$ cat src/rtl/lsu_pkg.sv
// Shared encodings and helpers for the load/store unit: access sizes, FSM states,
// lane masks and the rule that decides whether an access spans two RAM words.
package lsu_pkg;

  localparam logic [1:0] LSU_BYTE = 2'b00;
  localparam logic [1:0] LSU_HALF = 2'b01;
  localparam logic [1:0] LSU_WORD = 2'b10;
  localparam logic [1:0] LSU_ILL  = 2'b11;

  localparam logic [2:0] ST_IDLE = 3'd0;
  localparam logic [2:0] ST_ERR  = 3'd1;
  localparam logic [2:0] ST_GNT1 = 3'd2;
  localparam logic [2:0] ST_RV1  = 3'd3;
  localparam logic [2:0] ST_GNT2 = 3'd4;
  localparam logic [2:0] ST_RV2  = 3'd5;

  function automatic logic [3:0] size_mask(input logic [1:0] typ);
    case (typ)
      LSU_BYTE: return 4'b0001;
      LSU_HALF: return 4'b0011;
      LSU_WORD: return 4'b1111;
      default:  return 4'b0000;
    endcase
  endfunction

  function automatic logic needs_split(input logic [1:0] typ, input logic [1:0] off);
    case (typ)
      LSU_HALF: return (off == 2'd3);
      LSU_WORD: return (off != 2'd0);
      default:  return 1'b0;
    endcase
  endfunction

endpackage

$ cat src/rtl/lsu_rdata_align.sv
// Load data alignment: shifts the one or two fetched words down by the byte offset,
// then extracts byte/half/word and sign- or zero-extends. Purely combinational.
module lsu_rdata_align
  import lsu_pkg::*;
(
  input  logic [31:0] r1_i,
  input  logic [31:0] r2_i,
  input  logic [1:0]  off_i,
  input  logic [1:0]  type_i,
  input  logic        sign_ext_i,
  output logic [31:0] res_o
);

  logic [31:0] w;

  assign w = 32'({r2_i, r1_i} >> {off_i, 3'b000});

  always_comb begin
    case (type_i)
      LSU_BYTE: res_o = {{24{sign_ext_i & w[7]}}, w[7:0]};
      LSU_HALF: res_o = {{16{sign_ext_i & w[15]}}, w[15:0]};
      default:  res_o = w;
    endcase
  end

endmodule

$ cat src/rtl/lsu_mem_ctrl.sv
// Load/store unit: splits core accesses into one or two RAM word transactions over
// req/gnt/rvalid; done two cycles after accept (four when split); stalls indefinitely on gnt.
module lsu_mem_ctrl
  import lsu_pkg::*;
#(
  parameter int ADDR_W = 5,
  parameter int DATA_W = 32
) (
  input  logic              clk_i,
  input  logic              rst_ni,
  input  logic              lsu_req_i,
  input  logic              lsu_we_i,
  input  logic [1:0]        lsu_type_i,
  input  logic              lsu_sign_ext_i,
  input  logic [31:0]       lsu_addr_i,
  input  logic [DATA_W-1:0] lsu_wdata_i,
  output logic              lsu_busy_o,
  output logic              lsu_done_o,
  output logic              lsu_err_o,
  output logic [DATA_W-1:0] lsu_rdata_o,
  output logic              data_req_o,
  output logic [ADDR_W-1:0] data_addr_o,
  output logic              data_we_o,
  output logic [3:0]        data_be_o,
  output logic [DATA_W-1:0] data_wdata_o,
  input  logic              data_gnt_i,
  input  logic              data_rvalid_i,
  input  logic [DATA_W-1:0] data_rdata_i
);

  logic [2:0]        state_q, state_d;
  logic              we_q, we_d, sext_q, sext_d, split_q, split_d;
  logic              arm_q, arm_d, done_q, done_d, err_q, err_d;
  logic [1:0]        type_q, type_d, off_q, off_d;
  logic [ADDR_W-1:0] wa_q, wa_d;
  logic [DATA_W-1:0] wdata_q, wdata_d, r1_q, r1_d, rdata_q, rdata_d;
  logic              p1_cmp, p2_cmp, in_gnt2;
  logic [DATA_W-1:0] al_r1, al_r2, al_res;
  logic [7:0]        be_wide;
  logic [5:0]        sh;
  logic              unused_addr;

  assign unused_addr = ^lsu_addr_i[31:ADDR_W+2];

  // arm_q is the one-cycle turnaround between the two halves of a split access
  assign in_gnt2 = (state_q == ST_GNT2) && !arm_q;

  always_comb begin
    p1_cmp = 1'b0;
    p2_cmp = 1'b0;
    case (state_q)
      ST_GNT1: p1_cmp = data_gnt_i & data_rvalid_i;
      ST_RV1:  p1_cmp = data_rvalid_i;
      ST_GNT2: p2_cmp = in_gnt2 & data_gnt_i & data_rvalid_i;
      ST_RV2:  p2_cmp = data_rvalid_i;
      default: ;
    endcase
  end

  assign al_r1 = p1_cmp ? data_rdata_i : r1_q;
  assign al_r2 = p2_cmp ? data_rdata_i : '0;

  lsu_rdata_align u_align (
    .r1_i       (al_r1),
    .r2_i       (al_r2),
    .off_i      (off_q),
    .type_i     (type_q),
    .sign_ext_i (sext_q),
    .res_o      (al_res)
  );

  always_comb begin
    state_d = state_q;
    we_d    = we_q;
    type_d  = type_q;
    sext_d  = sext_q;
    off_d   = off_q;
    wa_d    = wa_q;
    wdata_d = wdata_q;
    split_d = split_q;
    r1_d    = r1_q;
    rdata_d = rdata_q;
    arm_d   = 1'b0;
    done_d  = 1'b0;
    err_d   = 1'b0;
    case (state_q)
      ST_IDLE: begin
        if (lsu_req_i && !done_q) begin
          we_d    = lsu_we_i;
          type_d  = lsu_type_i;
          sext_d  = lsu_sign_ext_i;
          off_d   = lsu_addr_i[1:0];
          wa_d    = lsu_addr_i[ADDR_W+1:2];
          wdata_d = lsu_wdata_i;
          split_d = needs_split(lsu_type_i, lsu_addr_i[1:0]);
          if (lsu_type_i == LSU_ILL) begin
            state_d = ST_ERR;
            done_d  = 1'b1;
            err_d   = 1'b1;
          end else begin
            state_d = ST_GNT1;
          end
        end
      end
      ST_ERR:  state_d = ST_IDLE;
      ST_GNT1: if (data_gnt_i && !data_rvalid_i) state_d = ST_RV1;
      ST_GNT2: if (in_gnt2 && data_gnt_i && !data_rvalid_i) state_d = ST_RV2;
      default: ;
    endcase
    if (p1_cmp) begin
      r1_d = data_rdata_i;
      if (split_q) begin
        state_d = ST_GNT2;
        arm_d   = 1'b1;
      end
    end
    if ((p1_cmp && !split_q) || p2_cmp) begin
      state_d = ST_IDLE;
      done_d  = 1'b1;
      if (!we_q) rdata_d = al_res;
    end
  end

  always_ff @(posedge clk_i or negedge rst_ni) begin
    if (!rst_ni) begin
      state_q <= ST_IDLE;
      we_q    <= 1'b0;
      type_q  <= 2'b00;
      sext_q  <= 1'b0;
      off_q   <= 2'b00;
      wa_q    <= '0;
      wdata_q <= '0;
      split_q <= 1'b0;
      r1_q    <= '0;
      rdata_q <= '0;
      arm_q   <= 1'b0;
      done_q  <= 1'b0;
      err_q   <= 1'b0;
    end else begin
      state_q <= state_d;
      we_q    <= we_d;
      type_q  <= type_d;
      sext_q  <= sext_d;
      off_q   <= off_d;
      wa_q    <= wa_d;
      wdata_q <= wdata_d;
      split_q <= split_d;
      r1_q    <= r1_d;
      rdata_q <= rdata_d;
      arm_q   <= arm_d;
      done_q  <= done_d;
      err_q   <= err_d;
    end
  end

  // Upper nibble of the shifted mask is exactly the second-word byte enables
  assign be_wide = {4'b0000, size_mask(type_q)} << off_q;
  assign sh      = {1'b0, off_q, 3'b000};

  assign data_req_o   = (state_q == ST_GNT1) || in_gnt2;
  assign data_we_o    = data_req_o & we_q;
  assign data_addr_o  = !data_req_o ? '0 : (in_gnt2 ? wa_q + ADDR_W'(1) : wa_q);
  assign data_be_o    = !data_req_o ? 4'b0000 : (in_gnt2 ? be_wide[7:4] : be_wide[3:0]);
  assign data_wdata_o = !data_req_o ? '0 : ((wdata_q << sh) | (wdata_q >> (6'd32 - sh)));

  assign lsu_busy_o  = (state_q != ST_IDLE) || done_q;
  assign lsu_done_o  = done_q;
  assign lsu_err_o   = err_q;
  assign lsu_rdata_o = rdata_q;

endmodule

$ cat config.mk
export PLATFORM = sky130hd
export DESIGN_NAME = lsu_mem_ctrl
export DESIGN_NICKNAME = d
export VERILOG_FILES = /design/src/rtl/lsu_pkg.sv /design/src/rtl/lsu_rdata_align.sv /design/src/rtl/lsu_mem_ctrl.sv
export SDC_FILE = /design/constraint.sdc
export NUM_CORES = 1
export LEC_CHECK = 0
export CORE_MARGIN = 2
export CORE_UTILIZATION = 45
export DETAILED_ROUTE_END_ITERATION = 8
export GPL_TIMING_DRIVEN = 0
export PLACE_DENSITY = 0.83
export SLEW_MARGIN = 25
export SYNTH_ARGS = -nofsm -noshare
export SYNTH_HDL_FRONTEND = slang
export SYNTH_SLANG_ARGS = --single-unit
$ cat constraint.sdc
create_clock -name clk_i -period 3.4 [get_ports clk_i]
set_input_delay 0.85 -clock clk_i [delete_from_list [all_inputs] [get_ports clk_i]]
set_output_delay 0.85 -clock clk_i [all_outputs]
set_load 0.01 [all_outputs]
==> results by group, run 1 <==
Outcome
  • Result of the run: completed

Floorplan
  • Die area: 16690 um^2
  • Initial Util: 0.4623
  • Chip Height: 129.2 um
  • I/O pin total: 183
  • Width of the chip: 129.2 um
  • Core Box Area: 15260 um^2
  • FP Rows: 45

Critical path
  • Critical path startpoint: off_q[0]
  • Number of cells on the worst reg-to-reg path: 6
  • Worst flop-to-flop path startpoint: state_q[0]
  • Capturing point of the worst reg2reg path: lsu_rdata_o[24]
  • CP Capture Type: primary output
  • Critical path arrival: 2.51 ns
  • Slowest cell on crit path: clkbuf_1
  • Critical path required time: 2.55 ns
  • Delay of the slowest cell on the worst path: 0.55 ns
  • Critical Path Source Type: flip-flop
  • FF-to-FF setup slack: 0.87 ns
  • Critical path start-end classification: reg -> out
  • Worst setup endpoint: data_wdata_o[6]
  • Crit-path cells: buf_4, buf_4, clkbuf_1, nand2_1, a21oi_1, a21oi_1, nor2_1, buf_2
  • Highest fanout seen on the critical path: 12

Pwr
  • Switching power total: 4.974 mW
  • Leakage power figure: 4.214 nW
  • Internal Power: 6.539 mW
  • Comb pwr share: 0.626
  • Share of power burned in the clock network: 0.143
  • Worst ir drop on vdd: 0.0006497 V
  • Power density cells: 1154 nW/um^2
  • Sw Ratio: 0.4320
  • Overall Power: 11.51 mW
  • Sequential share of power: 0.230

Logic synthesis
  • Synth cell types: 56
  • Async set-or-reset flop fraction in the synthesized netlist: 1.000
  • Number of flops mapped to enable cells by yosys: 0
  • Area share of the leading cell type in the synthesized netlist: 0.4044
  • Cell types occupying the most area after synthesis: dfrtp_1 (40%), mux2_2 (12%), mux4_2 (5.1%), nor2_1 (4.5%), a21oi_1 (3.6%)
  • Cell Area, Synth: 7054 um^2
  • Cell accounting for the most synthesized area: dfrtp_1
  • Post-Synthesis Cells: 709
  • Syn avg cell area: 9.950 um^2
  • Number of warnings issued by yosys: 0
  • Post-Synthesis Net Count: 823
  • Number of synthesized register bits: 114
  • Share of synthesized area occupied by flip-flops and latches: 0.4044
  • Ys flop type: dfrtp_1

Global routing
  • Largest net degree at the start of global routing: 72
  • Antenna violations before repair: 0
  • Vias in the first global route: 6974
  • Overall routing resource usage: 0.2987
  • Wire length of the first global-routing pass: 37.83 mm
  • Overflow left after global routing: 0

Clocking
  • Inserted Clock Buffers: 17
  • Clock tree from TritonCTS: yes
  • Worst-Skew Late Latency: 0.42 ns
  • CTS H-Tree Depth: 4
  • Hold bufs inserted after CTS: 0
  • Max clock buf depth: 2
  • Sinks on Clock Net: 114
  • Clock-pin slew reported for the worst setup and hold paths after clock tree synthesis: 0.06 ns
  • Buffer cell driving the clock tree root: clkbuf_16

Final layout
  • Total area of sequential cells: 2854 um^2
  • Most common cell after layout, fill and taps aside: clkdlybuf4s50_1
  • Multi-input gate area: 4046 um^2
  • Layout fillers: 1148
  • Final standard cell utilization of the core: 0.6536
  • Top library cells by usage in the layout, fill and taps aside: clkdlybuf4s50_1 (119), dfrtp_1 (113), nor2_1 (83), mux2_2 (76)
  • Layout net count: 1026
  • Number of diodes added for antenna fixing: 0
  • Synth-to-layout area growth: 41.38%
  • Final cell count without fillers: 1135
  • Share of post-route cells with drive strength above 1: 0.3041

Worst hold path
  • HP Class: in -> async

Timing
  • Number of setup violations in the final report: 0
  • Post-route clock skew: 0.006522 ns
  • Post-route setup TNS: 0 ns
  • Number of hold violations in the final report: 0
  • Actual slew at the worst max-slew pin: 0.9678 ns
  • Max-slew violation count: 0
  • Final period util: 0.9872
  • Peak Freq: 0.2979 GHz
  • Minimum period implied by the final worst setup slack: 3.356 ns
  • Slew HR: 0.3494

Drt
  • Via count: 7188
  • Routed wirelength normalized by instance count: 22.31 um
  • Met1 wire length: 9.548 mm
  • Number of detailed-route iterations in the first pass: 7
  • Iteration-0 DRC count of the detailed router: 1042
  • Met2 Wirelength: 11.80 mm
  • Wire length on met3: 2.853 mm
  • Drt total wl: 25.33 mm
  • Detail Route Antenna Nets: 0
  • DRC violation count after routing: 0
  • Via density: 6.333
  • Highest layer used for signal routing: met4

Place
  • Number of cells in the design after placement: 1078
  • Final HPWL DP: 17.29 mm
  • Final weighted congestion of routability-driven global placement: 0.9531
  • Number of buffers added on ports: 157

Job
  • Count of max-cap constraint violations: 0
sequential cells by signal, summed over array words and instances (netlist names), 2 cells and up:
name	flops
lsu_rdata_o	32
off_q	2
r1_q	32
state_q	3
type_q	2
wa_q	5
wdata_q	32
how the worst min path moves through the flow:
stage                            endpoint  cells past startpoint
after floorplan                   r1_q[7]                      1
after global placement    lsu_rdata_o[15]                      2
after detailed placement  lsu_rdata_o[15]                      2
after CTS                        r1_q[29]                      1
after global routing      lsu_rdata_o[25]                      1
final                            r1_q[29]                      1
critical path: cells and delay by family (launching register included):
| kind | cells | cell delay (ns) |
|---|---|---|
| AOI/OAI and AO/OA | 2 | 0.24 |
| and+or+nand+nor | 2 | 0.27 |
| DFF | 1 | 0.40 |
| buffers and inverters | 4 | 1.16 |
synth_stat cells, drive strengths merged (2+ instances only):
cell       n
ha         9
o21ai     36
nor4b      2
nand2     52
a21o       2
nor4       2
nor3      16
a222oi     7
nand3     30
nand3b     2
dfrtp    114
a32oi      2
nor2b      6
inv       12
buf       30
mux4      16
nor2      86
o211ai     8
o311ai    16
a221oi    29
mux2i     17
xor2       3
o22a       2
o211a      2
a21oi     63
and3       2
and2       2
clkbuf    31
mux2      78
o2111ai    2
a22oi     16
nand4      2
area by class of cell:
class / instances / share of cell area
clock inverters: 5 / 0.002509
well taps: 211 / 0.02647
plain buffers: 54 / 0.04215
repair buffers: 191 / 0.1793
inverters: 12 / 0.005645
clock buffers: 26 / 0.05206
flip-flops and latches: 114 / 0.2862
multi-input cells: 522 / 0.4057
power groups by stage:
stage               clock network [mW]  logic (mW)  registers (mW)
floorplan                            0        3.81            2.51
global placement                     0        6.05            2.56
detailed placement                   0        6.17            2.59
CTS                               1.66        6.69            2.59
global route                      1.73        7.60            2.72
finish                            1.65        7.21            2.65
what timing repair did:
item                       CTS  global route
resized for setup          172            48
cloned                       2             1
pin swaps                   17            18
setup endpoints to repair   43            40
setup buffers               17            13
per-layer routing:
layer	track usage	up-vias
met5	0	-
met4	0.1541	0
met3	0.08877	109
met2	0.4690	610
met1	0.3748	3399
li1	-	3070
kinds of logic after synthesis:
group,share of synthesized area
AOI/OAI and AO/OA,0.1953
DFF,0.4044
muxes,0.1997
xor gates and xnor gates,0.004967
buffers and inverters,0.04860
adders and majority gates,0.01596
and+or+nand+nor,0.1311
metrics by stage:
| stage | setup WS, ns | hold slack [ns] | cell area [um^2] |
|---|---|---|---|
| final | 0.04367 | 0.4329 | 9973 |
| after global routing | -0.1033 | 0.5002 | 9973 |
| after global placement | -2.900 | 0.4704 | 8930 |
| after detailed placement | -1.423 | 0.4866 | 8956 |
| after CTS | -0.01737 | 0.4630 | 9811 |
| after floorplan | 0.001859 | 0.4745 | 7094 |
No activity file was read; power rests on OpenSTA's default activity.
==> run 2: changes to the inputs <==
--- a/config.mk
+++ b/config.mk
@@ -7,6 +7,8 @@
 export LEC_CHECK = 0
 export CORE_MARGIN = 2
 export CORE_UTILIZATION = 45
+export CTS_CLUSTER_DIAMETER = 150
+export CTS_CLUSTER_SIZE = 16
 export DETAILED_ROUTE_END_ITERATION = 8
 export GPL_TIMING_DRIVEN = 0
 export PLACE_DENSITY = 0.83
@@ -14,3 +16,4 @@
 export SYNTH_ARGS = -nofsm -noshare
 export SYNTH_HDL_FRONTEND = slang
 export SYNTH_SLANG_ARGS = --single-unit
+export TNS_END_PERCENT = 30
==> run 2 against run 1 <==
Effect of this change: critical path depth stayed put; register-to-register slack lost 0.03 ns; hold slack lost 0.0073 ns; sequential power barely moved; critical endpoint is now data_be_o[1]; largest cell class unchanged.
==> results by group, run 2 (same netlist as run 1, synthesis figures left out) <==
Outcome
  • Result of the run: completed

Critical path
  • Critical path arrival: 2.52 ns (about the same)
  • Highest fanout seen on the critical path: 10 (-2)
  • Delay of the slowest cell on the worst path: 0.58 ns (+0.03 ns)
  • Family with the most delay on the worst path: buffers and inverters
  • FF-to-FF setup slack: 0.84 ns (-0.03 ns)
  • Number of cells on the worst reg-to-reg path: 6 (unchanged)
  • Critical path start-end classification: reg -> out
  • Critical Path Source Type: flip-flop
  • Crit-path cells: buf_8, buf_4, buf_4, buf_2, nor2_4, a21oi_1, nor2_2, clkdlybuf4s50_1
  • Capturing point of the worst reg2reg path: lsu_rdata_o[24]
  • Worst flop-to-flop path startpoint: state_q[0]
  • Slowest cell on crit path: clkdlybuf4s50_1
  • CP Capture Type: primary output
  • Dominant cell type by count on the critical path: buf_4
  • Buffers plus inverters on the worst setup path: 5 (+1)
  • Critical path required time: 2.55 ns (about the same)

Drt
  • Drt total wl: 25.44 mm (+0.46%)
  • Detail Route Antenna Nets: 0 (unchanged)
  • Routed wirelength normalized by instance count: 22.40 um (+0.37%)
  • DRC violation count after routing: 0 (unchanged)
  • Via count: 7203 (+0.21%)
  • Via density: 6.341 (+0.12%)
  • Number of detailed-route iterations in the first pass: 6 (-1)
  • Iteration-0 DRC count of the detailed router: 1065 (+2.2%)

Final layout
  • Multi-input gate area: 4021 um^2 (-0.62%)
  • Most common cell after layout, fill and taps aside: clkdlybuf4s50_1
  • Total area of sequential cells: 2854 um^2 (unchanged)
  • Share of post-route cells with drive strength above 1: 0.2973 (-0.006815)
  • Layout fillers: 1158 (+0.87%)
  • Top library cells by usage in the layout, fill and taps aside: clkdlybuf4s50_1 (121), dfrtp_1 (113), nor2_1 (82), mux2_2 (78)
  • Number of diodes added for antenna fixing: 0 (unchanged)
  • Synth-to-layout area growth: 41.24%
  • Layout net count: 1027 (+0.097%)

Timing
  • Max-slew violation count: 0 (unchanged)
  • Setup repair after global routing missed its margin: yes
  • Post-route clock skew: 0.009020 ns (+0.002499 ns)
  • Number of hold violations in the final report: 0 (unchanged)
  • Actual slew at the worst max-slew pin: 0.9865 ns (+0.01871 ns)
  • Peak Freq: 0.2965 GHz (-0.48%)
  • Slew HR: 0.3369 (-0.01258)
  • Final period util: 0.9919 (+0.004714)
  • Number of setup violations in the final report: 0 (unchanged)
  • Minimum period implied by the final worst setup slack: 3.372 ns (+0.01603 ns)
  • Hold_ws: 0.4256 ns (-0.007254 ns)

Clocking
  • Buffer cell driving the clock tree root: clkbuf_16
  • Max clock buf depth: 2 (unchanged)
  • Clock tree from TritonCTS: yes
  • Hold bufs inserted after CTS: 0 (unchanged)
  • CTS H-Tree Depth: 4 (unchanged)
  • Worst-Skew Late Latency: 0.42 ns (about the same)
  • Clock-pin slew reported for the worst setup and hold paths after clock tree synthesis: 0.06 ns (about the same)
  • Sinks on Clock Net: 114 (unchanged)
  • Inserted Clock Buffers: 17 (unchanged)

Place
  • Final HPWL DP: 17.29 mm (unchanged)
  • Number of buffers added on ports: 157 (unchanged)
  • Final weighted congestion of routability-driven global placement: 0.9531 (unchanged)

Job
  • Count of max-cap constraint violations: 0 (unchanged)

Global routing
  • Overflow left after global routing: 0 (unchanged)
  • Vias in the first global route: 6977 (+0.043%)
  • Antenna violations before repair: 0 (unchanged)
  • Wire length of the first global-routing pass: 37.83 mm (about the same)
  • Overall routing resource usage: 0.2988 (about the same)
  • Largest net degree at the start of global routing: 72 (unchanged)

Pwr
  • Overall Power: 11.48 mW (-0.25%)
  • Power density cells: 1153 nW/um^2 (-0.15%)
  • Worst ir drop on vdd: 0.0006775 V (+4.3%)
  • Leakage power figure: 4.169 nW (-1.1%)

Floorplan
  • Die area: 16690 um^2 (unchanged)
  • FP Rows: 45 (unchanged)
  • Chip Height: 129.2 um (unchanged)
  • Initial Util: 0.4623 (unchanged)
  • Width of the chip: 129.2 um (unchanged)
  • Core Box Area: 15260 um^2 (unchanged)
  • I/O pin total: 183 (unchanged)

Worst hold path
  • HP Class: in -> async
-- run 2: worst max path at each step --
stage | to | from | slack, ns | cells after the start
after CTS | data_be_o[3] | off_q[0] | -0.02 | 7
after floorplan | data_wdata_o[5] | off_q[0] | 0.002 | 11
after detailed placement | data_wdata_o[14] | off_q[0] | -1.42 | 10
final | data_be_o[1] | off_q[1] | 0.03 | 8
after global placement | wdata_q[24] | rst_ni | -2.90 | 1
after global routing | data_be_o[1] | state_q[2] | -0.06 | 7
-- run 2: final cells by class --
type / instances / area share
inverter: 12 / 0.005651
buffer: 54 / 0.04119
tap: 211 / 0.02650
sequential: 114 / 0.2864
multi-input combinational: 522 / 0.4036
timing repair buffer: 192 / 0.1820
clock buffer: 26 / 0.05212
clock inverter: 5 / 0.002512
-- run 2: timing repair --
item / CTS / global route
endpoints found under the setup margin: 43 / 40
endpoints found under the hold margin: 0 / 0
gates cloned: 2 / 0
setup buffers: 17 / 15
pin swaps: 16 / 10
gates resized for setup: 169 / 37
-- run 2: stage by stage --
step	util	TNS [ns]	setup slack (ns)	instances	area, um^2
global route	0.6530	-0.2059	-0.05674	1136	9963
detailed placement	0.5870	-41.16	-1.423	1078	8956
global placement	0.5852	-370.38	-2.900	1077	8930
finish	0.6530	0	0.02764	1136	9963
floorplan	-	0	0.001859	709	7094
CTS	0.6426	-0.06122	-0.02190	1124	9804
-- run 2: metal layers --
layer  share of wire  global-route usage  routed length, um
met4           0.043              0.1547               1085
met1            0.37              0.3758               9463
met5               0                   0                  0
met2            0.46              0.4678              11740
met3            0.12             0.08877               3158
-- run 2: where the power goes --
group	switching, mW	internal [mW]
sequential	0.603	2.03
clock	0.618	1.04
combinational	3.75	3.45
total	4.97	6.51
